File: src/rtl/rfarb_pkg.sv
// Shared constants and helpers for the regfile write-port arbiter.
package rfarb_pkg;

  localparam int RegAddrBus = 5;
  localparam int RegBus     = 32;

  localparam logic WriteEnable  = 1'b1;
  localparam logic WriteDisable = 1'b0;

  localparam logic [RegAddrBus-1:0] ZeroAddr = '0;

  function automatic int clog2(input int n);
    int r;
    r = 0;
    while ((1 << r) < n) r++;
    return (r < 1) ? 1 : r;
  endfunction

endpackage

File: src/rtl/regfile_wr_arb_rr_arbiter.sv
// Combinational round-robin picker: search begins one past ptr_i.
// Shared shape with a future read-port arbiter.
module rr_arbiter
  import rfarb_pkg::*;
#(
  parameter int N = 3,
  localparam int IW = clog2(N)
) (
  input  logic [N-1:0]  req_i,
  input  logic [IW-1:0] ptr_i,
  input  logic          en_i,
  output logic [N-1:0]  gnt_o,
  output logic [IW-1:0] idx_o,
  output logic          any_o
);

  int            sum;
  logic [IW-1:0] k;

  always_comb begin
    gnt_o = '0;
    idx_o = '0;
    any_o = 1'b0;
    sum   = 0;
    k     = '0;
    if (en_i) begin
      for (int off = 1; off <= N; off++) begin
        sum = int'(ptr_i) + off;
        if (sum >= N) sum = sum - N;
        k = IW'(sum);
        if (!any_o && req_i[k]) begin
          gnt_o[k] = 1'b1;
          idx_o    = k;
          any_o    = 1'b1;
        end
      end
    end
  end

endmodule

File: src/rtl/regfile_wr_arb.sv
// Round-robin arbiter for the single regfile write port, registered output.
// Optional RFARB_STARVE_CNT_EN adds starve_clr / starve_max monitoring.
module regfile_wr_arb
  import rfarb_pkg::*;
#(
  parameter int NUM_REQ = 3,
  parameter int ADDR_W  = RegAddrBus,
  parameter int DATA_W  = RegBus,
  localparam int IDX_W  = clog2(NUM_REQ)
) (
  input  logic                      clk,
  input  logic                      rst,
  input  logic                      stall,
  input  logic [NUM_REQ-1:0]        req_valid,
  output logic [NUM_REQ-1:0]        req_ready,
  input  logic [NUM_REQ*ADDR_W-1:0] req_addr,
  input  logic [NUM_REQ*DATA_W-1:0] req_data,
  output logic                      we,
  output logic [ADDR_W-1:0]         waddr,
  output logic [DATA_W-1:0]         wdata,
  output logic [IDX_W-1:0]          gnt_id
`ifdef RFARB_STARVE_CNT_EN
  ,
  input  logic                      starve_clr,
  output logic [7:0]                starve_max
`endif
);

  logic [ADDR_W-1:0] addr_a [NUM_REQ];
  logic [DATA_W-1:0] data_a [NUM_REQ];

  for (genvar g = 0; g < NUM_REQ; g++) begin : g_unpack
    assign addr_a[g] = req_addr[g*ADDR_W +: ADDR_W];
    assign data_a[g] = req_data[g*DATA_W +: DATA_W];
  end

  logic [IDX_W-1:0]   rr_ptr_q, rr_ptr_d;
  logic               we_q, we_d;
  logic [ADDR_W-1:0]  waddr_q, waddr_d;
  logic [DATA_W-1:0]  wdata_q, wdata_d;
  logic [IDX_W-1:0]   gnt_id_q, gnt_id_d;

  logic [NUM_REQ-1:0] gnt;
  logic [IDX_W-1:0]   gnt_idx;
  logic               gnt_any;
  logic [ADDR_W-1:0]  sel_addr;

  rr_arbiter #(.N(NUM_REQ)) u_rr (
    .req_i (req_valid),
    .ptr_i (rr_ptr_q),
    .en_i  (!stall && !rst),
    .gnt_o (gnt),
    .idx_o (gnt_idx),
    .any_o (gnt_any)
  );

  assign req_ready = gnt;
  assign sel_addr  = addr_a[gnt_idx];

  always_comb begin
    rr_ptr_d = rr_ptr_q;
    we_d     = WriteDisable;
    waddr_d  = waddr_q;
    wdata_d  = wdata_q;
    gnt_id_d = gnt_id_q;
    if (gnt_any) begin
      rr_ptr_d = gnt_idx;
      waddr_d  = sel_addr;
      wdata_d  = data_a[gnt_idx];
      gnt_id_d = gnt_idx;
      // r0 is hardwired: accept the request but drop the write
      we_d     = (sel_addr != ADDR_W'(ZeroAddr)) ? WriteEnable : WriteDisable;
    end
  end

  always_ff @(posedge clk) begin
    if (rst) begin
      rr_ptr_q <= IDX_W'(NUM_REQ - 1);
      we_q     <= WriteDisable;
      waddr_q  <= '0;
      wdata_q  <= '0;
      gnt_id_q <= '0;
    end else begin
      rr_ptr_q <= rr_ptr_d;
      we_q     <= we_d;
      waddr_q  <= waddr_d;
      wdata_q  <= wdata_d;
      gnt_id_q <= gnt_id_d;
    end
  end

  assign we     = we_q;
  assign waddr  = waddr_q;
  assign wdata  = wdata_q;
  assign gnt_id = gnt_id_q;

`ifdef RFARB_STARVE_CNT_EN
  logic [7:0] cnt_q [NUM_REQ];
  logic [7:0] cnt_d [NUM_REQ];
  logic [7:0] max_q, max_d;

  always_comb begin
    max_d = max_q;
    for (int i = 0; i < NUM_REQ; i++) begin
      cnt_d[i] = '0;
      if (req_valid[i] && !gnt[i])
        cnt_d[i] = (cnt_q[i] == 8'hFF) ? 8'hFF : cnt_q[i] + 8'd1;
      if (cnt_d[i] > max_d) max_d = cnt_d[i];
    end
    if (starve_clr) begin
      for (int i = 0; i < NUM_REQ; i++) cnt_d[i] = '0;
      max_d = '0;
    end
  end

  always_ff @(posedge clk) begin
    if (rst) begin
      for (int i = 0; i < NUM_REQ; i++) cnt_q[i] <= '0;
      max_q <= '0;
    end else begin
      for (int i = 0; i < NUM_REQ; i++) cnt_q[i] <= cnt_d[i];
      max_q <= max_d;
    end
  end

  assign starve_max = max_q;
`endif

endmodule
File: config.mk
export PLATFORM = sky130hd
export DESIGN_NAME = regfile_wr_arb
export DESIGN_NICKNAME = d
export VERILOG_FILES = /design/src/rtl/rfarb_pkg.sv /design/src/rtl/regfile_wr_arb_rr_arbiter.sv /design/src/rtl/regfile_wr_arb.sv
export SDC_FILE = /design/constraint.sdc
export NUM_CORES = 1
export LEC_CHECK = 0
export CORE_AREA = 2 2 82 84
export CTS_BUF_LIST = sky130_fd_sc_hd__clkbuf_8
export CTS_CLUSTER_DIAMETER = 120
export DETAILED_ROUTE_END_ITERATION = 6
export DIE_AREA = 0 0 84 86
export GPL_TIMING_DRIVEN = 0
export PLACE_DENSITY = 0.88
export SLEW_MARGIN = 20
export SYNTH_ARGS = -nofsm -noshare
export SYNTH_HDL_FRONTEND = slang
export SYNTH_SLANG_ARGS = --single-unit
File: constraint.sdc
create_clock -name clk -period 4.33 [get_ports clk]
set_input_delay 0.433 -clock clk [delete_from_list [all_inputs] [get_ports clk]]
set_output_delay 0.433 -clock clk [all_outputs]
set_load 0.01 [all_outputs]
==> metrics.yaml, run 1 <==
async_reset_ff_share_pct: 0
path_cells: "inv_1 -> ha_1 -> mux2_2 -> a222oi_1 -> o211a_1 -> a22oi_1 -> a21oi_1 -> clkdlybuf4s50_1"
grt_pass1_vias: 2658
power_density_nw_per_um2: 311
reg2reg_to: "wdata[10]"
drtIter0Drc: 83
seq_power_share_pct: 34.9
syn_area_sq_um: 2540
clockPowerShare_pct: 23.6
die-area_sq_um: 7220
synth_cells: 239
switching_power_uw: 398
cp.arrival_ns: 3.34
cts_setup_buffers: 0
clkLatencyLatePin_ns: 0.29
place_congestion: 0.796
pwr-share-comb_pct: 41.5
layout_commonest_cell: "clkdlybuf4s50_1"
boundaryPins: 160
grt_pass1_wl_mm: 12.4
clock_skew_ns: 0.00251
die_w_um: 84
dp_slack_ns: 0.911
wl_per_cell_um: 16.2
nNetsFinal: 527
nFillCells: 523
finalMaxSlewViolations: 0
synth-seq-cells: 41
drive_gt1_share_pct: 18.8
synthToLayoutAreaGrowth_pct: 70.5
rsz0062_at_grt: "false"
finalSetupViolCount: 0
hold_path_end: "wdata[24]"
hold_path_class: "reg2reg"
hold_buffers: 0
p_leak_uw: 0.00156
synthesis.nets: 362
cp_slowest_stage_delay_ns: 0.58
startpoint_type: "flip-flop"
clockBufferDepth: 2
cts_tree: "done"
status: "complete, no violations"
final_cell_mix: "158 x clkdlybuf4s50_1, 41 x dfxtp_1, 39 x mux2i_1"
synth_top_flop_cell: "dfxtp_1"
drv_cap: 0
critPathMaxFanout: 8
port_buffers: 158
end_kind: "output port"
fin_crit_sh_pct: 87.1
fmax_mhz: 265
ys_warn_count: 0
path_clk_slew_ns: 0.08
swShare_pct: 29.5
r2r_slack_ns: 1.49
overflow: 0
required_ns: 3.90
place_hpwl_mm: 6.30
drc: 0
numCtsBuffers: 5
wl_mm: 7.83
fp.coreArea_sq_um: 6280
cts_sinks: 41
h-tree-depth: 2
synth_cell_types: 45
grt_max_degree: 13
crit_type: "reg2out"
cp_top_family: "compound AO/OA/AOI/OAI gates"
die_h_um: 86
final_antenna_net_count: 0
fin_tns_setup_ns: 0
holdCritStartpoint: "wdata[24]"
synth_edf_count: 0
multi_input_area_sq_um: 1450
worstHoldPathCells: 2
vias_per_cell: 5.32
vias: 2563
register_area_sq_um: 821
slowest_stage: "a222oi_1"
ff2ff_path_depth: 9
power_report.internal_total_uw: 951
hold_viol_final: 0
peakVddDrop_v: 0.000179
root_buffer: "clkbuf_8"
cts_resized: 0
seq_area_frac_synth_pct: 32.3
avgSynthCellArea_sq_um: 10.6
r2r_start: "rr_ptr_q[0]"
start_util_pct: 40.5
drt_first_pass_iters: 4
antenna_found_initial: 0
max_slew_margin_pct: 60.4
path_buf_inv: 2
grt_use_total_pct: 21.4
rows: 29
layout_min_cycle_time_ns: 3.77
diodes: 0
setup_ws_ns: 0.560
worst_pin_slew_ns: 0.594
[metrics by stage]
stage	hold WS [ns]	cell area (sq um)	utilization, %	total power (uW)	cells
finish	0.494	4340	69.1	1350	482
global placement	0.470	4220	67.3	1030	474
global route	0.526	4340	69.1	1420	482
floorplan	0.505	2540	-	759	239
detailed placement	0.480	4220	67.3	1040	474
CTS	0.496	4340	69.1	1360	482
[registers in the layout (all words and copies together) (netlist names)]
name,flops
gnt_id,1
wdata,32
rr_ptr_q,2
we,1
waddr,5
[kinds of logic (layout without fill, tap and decap cells)]
group,Yosys count,in the layout,synth area share [%]
adder cells (fa/ha/maj),6,6,2.95
AO/OA/AOI/OAI,99,99,32.1
multiplexers,42,42,16.7
flip-flops,41,41,32.3
buffers and inverters,28,194,10.8
AND/OR/NAND/NOR,23,23,5.21
[worst max-delay path by stage]
stage,from,end,slack (ns),cells past startpoint
floorplan,rr_ptr_q[0],req_ready[0],1.62,7
global placement,rr_ptr_q[0],req_ready[0],0.91,8
detailed placement,rr_ptr_q[0],req_ready[0],0.91,8
CTS,rr_ptr_q[0],req_ready[0],0.54,8
global route,rr_ptr_q[0],req_ready[2],0.29,8
finish,rr_ptr_q[0],req_ready[0],0.56,8
[routing by layer]
layer	part of all wire (%)	GRT usage, %	up-vias	wire (um)
met3	6.8	6.35	8	534
met5	0	0	-	0
met4	1.1	5.72	0	85
met1	38	23.0	1218	2970
li1	-	-	1242	-
met2	54	40.9	95	4240
[synth_stat cells (3+ instances only)]
cell	number	area [sq um]
a22oi_1	27	203
o21ai_2	30	263
inv_1	7	26.3
buf_6	5	56.3
buf_8	4	60.1
nand2_1	3	11.3
buf_4	3	22.5
o21ai_0	8	40.0
a22oi_2	11	138
dfxtp_1	41	821
nor2_1	8	30.0
ha_1	6	75.1
a21oi_1	5	25.0
mux2_2	3	33.8
mux2i_1	39	390
buf_12	3	60.1
[power groups by stage]
| stage | logic [uW] | clock network (uW) | registers, uW |
|---|---|---|---|
| global placement | 551 | 0 | 476 |
| floorplan | 255 | 0 | 504 |
| CTS | 564 | 325 | 472 |
| detailed placement | 561 | 0 | 481 |
| global route | 600 | 340 | 480 |
| finish | 560 | 318 | 471 |
[worst register-to-register path: stages, from the launching register on]
cell      delay, ns
dfxtp_1        0.47
inv_1          0.18
ha_1           0.40
mux2_2         0.35
a222oi_1       0.58
a21oi_1        0.19
nand2b_1       0.11
buf_4          0.19
buf_8          0.18
o21ai_2        0.08
[cell type report]
cell class              count  area share (%)
repair buffers            158            36.5
multi-input cells         170            33.4
flip-flops and latches     41            18.9
plain buffers              21            5.71
well taps                  77            2.22
clock buffers               6            1.90
clock inverters             2           0.779
inverters                   7           0.606
No activity file was read; power rests on OpenSTA's default activity.
==> inputs of run 2 (changes only) <==
- CAP_MARGIN: default -> 20
==> results of run 2 <==
Final layout, timing and power as in run 1 (identical DEF).
==> inputs of run 3 (changes only) <==
- SLEW_MARGIN: 20 -> default
==> results of run 3 <==
Final layout, timing and power as in run 1 (identical DEF).
